## src/rtl/simt_scheduler_if.sv

```systemverilog
// Control/status bundle between the core front-end and the SIMT scheduler.
// master = core side (drives decode/fetch/LSU status), slave = scheduler.
interface simt_scheduler_if #(
  parameter int THREADS = 4,
  parameter int PC_BITS = 8
);
  localparam int CNT_W = $clog2(THREADS) + 1;

  logic                       start;
  logic [CNT_W-1:0]           thread_count;
  logic                       decoded_mem_read_enable;
  logic                       decoded_mem_write_enable;
  logic                       decoded_ret;
  logic [2:0]                 fetcher_state;
  logic [2*THREADS-1:0]       lsu_state;
  logic [THREADS*PC_BITS-1:0] next_pc;

  logic [PC_BITS-1:0]         current_pc;
  logic [THREADS-1:0]         thread_mask;
  logic [2:0]                 core_state;
  logic                       done;
  logic                       error;

  modport master (
    output start, thread_count, decoded_mem_read_enable, decoded_mem_write_enable,
           decoded_ret, fetcher_state, lsu_state, next_pc,
    input  current_pc, thread_mask, core_state, done, error
  );

  modport slave (
    input  start, thread_count, decoded_mem_read_enable, decoded_mem_write_enable,
           decoded_ret, fetcher_state, lsu_state, next_pc,
    output current_pc, thread_mask, core_state, done, error
  );
endinterface

```

## src/rtl/simt_scheduler.sv

```systemverilog
// Per-core SIMT scheduler: min-PC divergence handling, registered outputs; one pass is
// FETCH(stalls on fetcher)/DECODE/REQUEST/WAIT(stalls on masked LSUs, optional timeout)/EXECUTE/UPDATE.
module simt_scheduler #(
  parameter int THREADS      = 4,
  parameter int PC_BITS      = 8,
  parameter int WAIT_TIMEOUT = 0
) (
  input  logic             clk,
  input  logic             reset,
  simt_scheduler_if.slave  bus
);
  localparam int         CNT_W   = $clog2(THREADS) + 1;
  localparam int         WCNT_W  = (WAIT_TIMEOUT > 1) ? $clog2(WAIT_TIMEOUT) : 1;
  localparam logic [2:0] FETCHED = 3'b010;

  typedef enum logic [2:0] {
    IDLE    = 3'b000,
    FETCH   = 3'b001,
    DECODE  = 3'b010,
    REQUEST = 3'b011,
    WAIT    = 3'b100,
    EXECUTE = 3'b101,
    UPDATE  = 3'b110,
    DONE    = 3'b111
  } state_t;

  state_t              state;
  logic [PC_BITS-1:0]  thread_pc [THREADS];
  logic [THREADS-1:0]  finished;
  logic [WCNT_W-1:0]   wait_cnt;
  logic [PC_BITS-1:0]  current_pc;
  logic [THREADS-1:0]  thread_mask;
  logic                done;
  logic                error;

  logic [CNT_W-1:0]    tc_clamped;
  logic [THREADS-1:0]  enabled;
  logic                waiting;
  logic                timeout_hit;
  logic [PC_BITS-1:0]  post_pc [THREADS];
  logic [THREADS-1:0]  post_fin;
  logic [PC_BITS-1:0]  min_pc;
  logic                any_live;
  logic [THREADS-1:0]  min_mask;

  always_comb begin
    tc_clamped = (bus.thread_count > CNT_W'(THREADS)) ? CNT_W'(THREADS) : bus.thread_count;
    enabled    = '0;
    for (int i = 0; i < THREADS; i++) begin
      enabled[i] = (CNT_W'(i) < tc_clamped);
    end
  end

  // Only LSUs of threads issuing this pass can hold the block in WAIT.
  always_comb begin
    waiting = 1'b0;
    for (int i = 0; i < THREADS; i++) begin
      if (thread_mask[i] &&
          (bus.lsu_state[2*i +: 2] == 2'b01 || bus.lsu_state[2*i +: 2] == 2'b10)) begin
        waiting = 1'b1;
      end
    end
  end

  always_comb begin
    timeout_hit = 1'b0;
    if (WAIT_TIMEOUT != 0) begin
      timeout_hit = (wait_cnt == WCNT_W'(WAIT_TIMEOUT - 1));
    end
  end

  // Post-update view of every thread, then pick the lowest live PC and its tie group.
  always_comb begin
    post_fin = finished;
    for (int i = 0; i < THREADS; i++) begin
      post_pc[i] = thread_pc[i];
      if (thread_mask[i]) begin
        if (bus.decoded_ret) begin
          post_fin[i] = 1'b1;
        end else begin
          post_pc[i] = bus.next_pc[i*PC_BITS +: PC_BITS];
        end
      end
    end

    min_pc   = '0;
    any_live = 1'b0;
    for (int i = 0; i < THREADS; i++) begin
      if (!post_fin[i] && (!any_live || post_pc[i] < min_pc)) begin
        min_pc   = post_pc[i];
        any_live = 1'b1;
      end
    end

    min_mask = '0;
    for (int i = 0; i < THREADS; i++) begin
      min_mask[i] = !post_fin[i] && (post_pc[i] == min_pc);
    end
  end

  always_ff @(posedge clk or posedge reset) begin
    if (reset) begin
      state       <= IDLE;
      current_pc  <= '0;
      thread_mask <= '0;
      done        <= 1'b0;
      error       <= 1'b0;
      finished    <= '1;
      wait_cnt    <= '0;
      for (int i = 0; i < THREADS; i++) begin
        thread_pc[i] <= '0;
      end
    end else begin
      case (state)
        IDLE: begin
          if (bus.start) begin
            if (tc_clamped == '0) begin
              done  <= 1'b1;
              state <= DONE;
            end else begin
              finished    <= ~enabled;
              current_pc  <= '0;
              thread_mask <= enabled;
              for (int i = 0; i < THREADS; i++) begin
                thread_pc[i] <= '0;
              end
              state <= FETCH;
            end
          end
        end
        FETCH: begin
          if (bus.fetcher_state == FETCHED) begin
            state <= DECODE;
          end
        end
        DECODE: begin
          state <= REQUEST;
        end
        REQUEST: begin
          wait_cnt <= '0;
          state    <= WAIT;
        end
        WAIT: begin
          if (!waiting) begin
            state <= EXECUTE;
          end else if (timeout_hit) begin
            error <= 1'b1;
            done  <= 1'b1;
            state <= DONE;
          end else begin
            wait_cnt <= wait_cnt + WCNT_W'(1);
          end
        end
        EXECUTE: begin
          state <= UPDATE;
        end
        UPDATE: begin
          finished <= post_fin;
          for (int i = 0; i < THREADS; i++) begin
            thread_pc[i] <= post_pc[i];
          end
          if (!any_live) begin
            done  <= 1'b1;
            state <= DONE;
          end else begin
            current_pc  <= min_pc;
            thread_mask <= min_mask;
            state       <= FETCH;
          end
        end
        DONE: begin
          state <= DONE;
        end
        default: begin
          state <= IDLE;
        end
      endcase
    end
  end

  assign bus.current_pc  = current_pc;
  assign bus.thread_mask = thread_mask;
  assign bus.core_state  = state;
  assign bus.done        = done;
  assign bus.error       = error;
endmodule

```

## src/flat_wrapper.sv

```systemverilog
// flat-port wrapper written by rule: the top's interface ports become plain ports
module simt_scheduler_flat 
#(
  parameter int THREADS      = 4,
  parameter int PC_BITS      = 8,
  parameter int WAIT_TIMEOUT = 0
)
  (clk, reset, bus_start, bus_thread_count, bus_decoded_mem_read_enable, bus_decoded_mem_write_enable, bus_decoded_ret, bus_fetcher_state, bus_lsu_state, bus_next_pc, bus_current_pc, bus_thread_mask, bus_core_state, bus_done, bus_error);
  simt_scheduler_if #(.THREADS(THREADS), .PC_BITS(PC_BITS)) bus_i ();
  input  logic clk;
  input  logic reset;
  input wire logic [$bits(bus_i.start)-1:0] bus_start;
  input wire logic [$bits(bus_i.thread_count)-1:0] bus_thread_count;
  input wire logic [$bits(bus_i.decoded_mem_read_enable)-1:0] bus_decoded_mem_read_enable;
  input wire logic [$bits(bus_i.decoded_mem_write_enable)-1:0] bus_decoded_mem_write_enable;
  input wire logic [$bits(bus_i.decoded_ret)-1:0] bus_decoded_ret;
  input wire logic [$bits(bus_i.fetcher_state)-1:0] bus_fetcher_state;
  input wire logic [$bits(bus_i.lsu_state)-1:0] bus_lsu_state;
  input wire logic [$bits(bus_i.next_pc)-1:0] bus_next_pc;
  output wire logic [$bits(bus_i.current_pc)-1:0] bus_current_pc;
  output wire logic [$bits(bus_i.thread_mask)-1:0] bus_thread_mask;
  output wire logic [$bits(bus_i.core_state)-1:0] bus_core_state;
  output wire logic [$bits(bus_i.done)-1:0] bus_done;
  output wire logic [$bits(bus_i.error)-1:0] bus_error;
  assign bus_i.start = bus_start;
  assign bus_i.thread_count = bus_thread_count;
  assign bus_i.decoded_mem_read_enable = bus_decoded_mem_read_enable;
  assign bus_i.decoded_mem_write_enable = bus_decoded_mem_write_enable;
  assign bus_i.decoded_ret = bus_decoded_ret;
  assign bus_i.fetcher_state = bus_fetcher_state;
  assign bus_i.lsu_state = bus_lsu_state;
  assign bus_i.next_pc = bus_next_pc;
  assign bus_current_pc = bus_i.current_pc;
  assign bus_thread_mask = bus_i.thread_mask;
  assign bus_core_state = bus_i.core_state;
  assign bus_done = bus_i.done;
  assign bus_error = bus_i.error;
  simt_scheduler #(.THREADS(THREADS), .PC_BITS(PC_BITS), .WAIT_TIMEOUT(WAIT_TIMEOUT)) u_core (.clk(clk), .reset(reset), .bus(bus_i));
endmodule
```

## config.mk

```make
export PLATFORM = sky130hd
export DESIGN_NAME = simt_scheduler_flat
export DESIGN_NICKNAME = d
export VERILOG_FILES = /design/src/rtl/simt_scheduler_if.sv /design/src/rtl/simt_scheduler.sv /design/src/flat_wrapper.sv
export SDC_FILE = /design/constraint.sdc
export NUM_CORES = 1
export LEC_CHECK = 0
export ABC_AREA = 1
export CAP_MARGIN = 20
export CELL_PAD_IN_SITES_DETAIL_PLACEMENT = 1
export CELL_PAD_IN_SITES_GLOBAL_PLACEMENT = 2
export CORE_MARGIN = 2
export CORE_UTILIZATION = 29
export CTS_CLUSTER_DIAMETER = 50
export DETAILED_ROUTE_END_ITERATION = 8
export PLACE_DENSITY_LB_ADDON = 0.1
export SLEW_MARGIN = 10
export SYNTH_ARGS = -nofsm -noshare
export SYNTH_HDL_FRONTEND = slang
export SYNTH_SLANG_ARGS = --single-unit
```

## constraint.sdc

```tcl
create_clock -name clk -period 6.1 [get_ports clk]
set_input_delay 0.61 -clock clk [delete_from_list [all_inputs] [get_ports clk]]
set_output_delay 0.61 -clock clk [all_outputs]
set_load 0.01 [all_outputs]
```

==> results.md <==
- Status: complete, no violations
- Worst reg2reg path depth: 42
- Die height: 122.8 microns
- Nets: a little under 900
- I/O pin cnt: 69
- Period Utilization, post-route: roughly 94%
- Antenna cells: 0
- Floorplan core area: about 0.014 sq mm
- Worst Hold Depth: 1
- Worst-path fanout max: 8
- Top delay family on crit path: simple AND/OR/NAND/NOR gates
- Syn Nets: a little under 700
- Number of DRC markers in iteration 0: 215
- Clock sinks: 52
- # hold bufs at CTS: 0
- Area Growth Syn to Fin: 53.33%
- CP required: roughly 6300 ps
- Via-per-instance ratio: a little under 5
- Critical Path Source Type: input port
- Multiplexer share of the synthesized area: 0%
- Post-synth EDFFs: 0
- Synthesized area: approximately 0.0041 sq mm
- Vias: between 4000 and 5000
- Worst path buffer plus inverter count: 7
- Fraction of layout cells with a size suffix above 1: a little over a quarter
- Avg Cell Area, Syn: approximately 6.6 sq um
- GRT Total Usage: between 20% and 30%
- Hold Fails Final Rpt: 0
- Critical R2R Capture: u_core.bus.thread_mask[1]$_DFFE_PP0P_
- R2R Path Start: u_core.bus.thread_mask[0]$_DFFE_PP0P_
- DRC Markers: 0
- Root Buffer: clkbuf_16
- Hold Path Class: reg -> reg
- Top cell type by total area after synthesis: dfrtp_1
- Fin crit period: roughly 5700 ps
- Vias in the first global route: 4926
- Wire length of the first global-routing pass: between 20000 and 30000 microns
- Worst Skew: approximately 6.8 ps
- Number of fill cells: 1756
- Register area share after synthesis: between 30% and 40%
- Die area: 0.01508 sq mm
- Top_reg_cell synth: dfrtp_1
- DRT Pass-1 Iters: 4
- CTS tree: yes
- Fin area: 0.006277 sq mm
- GP Congestion: a little over 0.9
- Worst Setup End Kind: register
- Grt total ovfl: 0
- Fin. max-slew vios: 0
- Final HPWL DP: around 13000 microns
- Clock Path Buffers: 2
- Antenna violations before repair: 0
- Synth Area in Compound Gates: about 20%
- Drt wl/cell: 17.26 microns
- Worst path arrival time: approximately 6000 ps
- Std-Cell Rows: 43
- Top cell type's share of synthesized area: about 29%
- Critical Path Most Common Cell: nand2_1
- Max cap viols: 0
- Synth Area in XOR/XNOR: less than 1%
- Simple-gate share of the synthesized area: around 29%
- Dpl ws: -778.5 ps
- Mapped Cells: 621
- Setup CP Type: in -> reg
- Synth area leaders: dfrtp_1, nand2_1, inv_1
- ANT nets after route: 0
- Slew @ Worst Pin: roughly 1000 ps
- Async SR Flop Fraction: 100.0%
- Crit-path max cell delay: about 500 ps
- Initial Util: 29.61%
- Total wire length: 16830 microns
- Placed cell areas: around 0.0057 sq mm
- Die Width: 122.8 microns
- Hold Startpoint: u_core.bus.done$_DFFE_PP0P_
- RSZ-0062 raised after global routing: no
- Inserted Clock Buffers: 5
- Largest net degree at the start of global routing: 53
- Final setup margin: slightly below 400 ps
- CTS H-tree depth: 2
- Largest family of logic cells by synthesized area: simple AND/OR/NAND/NOR gates
- Post-route setup TNS: 0 ps
- Rel. slew slack: between 30% and 40%
- Final Util: a little under half
- Synth Warn #: 0
- Adder-Cell Fraction of Synth Area: between 6 and 7%
- Clk slew on worst S/H paths: around 70 ps
- Yosys reg bits: 52
- IO buf count: 65
- Hold EP: u_core.bus.done$_DFFE_PP0P_
- R2R setup slack: just over 400 ps
- Clock latency on the worst-skew pair: between 300 and 400 ps
- Max Clk Rate: 175.2 MHz
- Synth unique cells: 38
- Slowest cell on the critical path: clkdlybuf4s50_1
- Endpoints failing setup: 0
-- how the worst max path moves through the flow --
stage          cells after the start                               endpoint  slack (ps)                                   from
2_1_floorplan                     39  u_core.bus.thread_mask[1]$_DFFE_PP0P_         480                        bus_decoded_ret
3_3_place_gp                      40  u_core.bus.thread_mask[0]$_DFFE_PP0P_        -530                        bus_decoded_ret
3_5_place_dp                      39  u_core.bus.thread_mask[0]$_DFFE_PP0P_        -780                        bus_decoded_ret
4_1_cts                           42  u_core.bus.thread_mask[2]$_DFFE_PP0P_         130                        bus_decoded_ret
5_1_grt                           39  u_core.bus.thread_mask[2]$_DFFE_PP0P_          20  u_core.bus.thread_mask[0]$_DFFE_PP0P_
6_report                          42  u_core.bus.thread_mask[1]$_DFFE_PP0P_         390                         bus_next_pc[6]
-- synth_stat cells (12+ instances only) --
master	instances
a21oi_1	16
clkbuf_1	16
dfrtp_1	48
ha_1	21
inv_1	103
nand2_1	179
nand2_2	12
nand3_1	28
nor2_1	40
o21ai_0	68
o22ai_1	31
-- per-layer routing --
metal	wire length (microns)	track usage (%)	vias up
li1	-	-	2352
met1	7782	30.89	2383
met2	8466	39.54	69
met3	389	2.974	14
met4	192	4.310	0
met5	0	0	-
-- logic make-up (layout without fill, tap and decap cells) --
kind of cell,count (synthesis),after routing
flip-flops,52,52
AND/OR/NAND/NOR,278,281
AO/OA/AOI/OAI,139,139
XOR/XNOR,4,4
adder cells (fa/ha/maj),21,21
other,1,1
buffers and inverters,126,297
-- cells in the final DEF, fill, tap and decap left out, types with 12 or more instances in the layout --
cell               n
a21oi_1           12
buf_4            108
clkdlybuf4s50_1   64
dfrtp_1           48
ha_1              17
inv_1            100
nand2_1          160
nand2_2           24
nand3_1           23
nor2_1            37
o21ai_0           50
o21ai_2           12
o22ai_1           31
-- registers in the layout, indices dropped and copies added, names as in the netlist --
| name | cells |
|---|---|
| u_core.finished | 4 |
| u_core.bus.thread_mask | 4 |
| u_core.bus.core_state | 3 |
| u_core.bus.current_pc | 8 |
| u_core.bus.done | 1 |
| u_core.thread_pc | 32 |
-- area by class of cell --
| class | count | area (sq um) | share of cell area, % |
|---|---|---|---|
| clock buffer | 7 | 132.6 | 2.113 |
| clock inverter | 1 | 8.758 | 0.1395 |
| sequential | 52 | 1306 | 20.81 |
| timing repair buffer | 183 | 1599 | 25.47 |
| inverter | 106 | 397.9 | 6.338 |
| multi-input combinational | 446 | 2608 | 41.54 |
| tap | 180 | 225.2 | 3.588 |
-- through the flow --
stage	std cells	hold slack, ps
3_3_place_gp	954	466.5
6_report	975	482.4
3_5_place_dp	954	461.3
2_1_floorplan	621	457.5
5_1_grt	975	530.6
4_1_cts	964	489.3
-- repair_timing --
action	in CTS	in global routing
gates cloned	1	2
buffers inserted	1	8
pin swaps	2	20
gates resized for setup	20	72
setup endpoints to repair	11	11
Power is not shown: default switching activity piles up to over one toggle a cycle in this logic, so the estimate is an artifact.
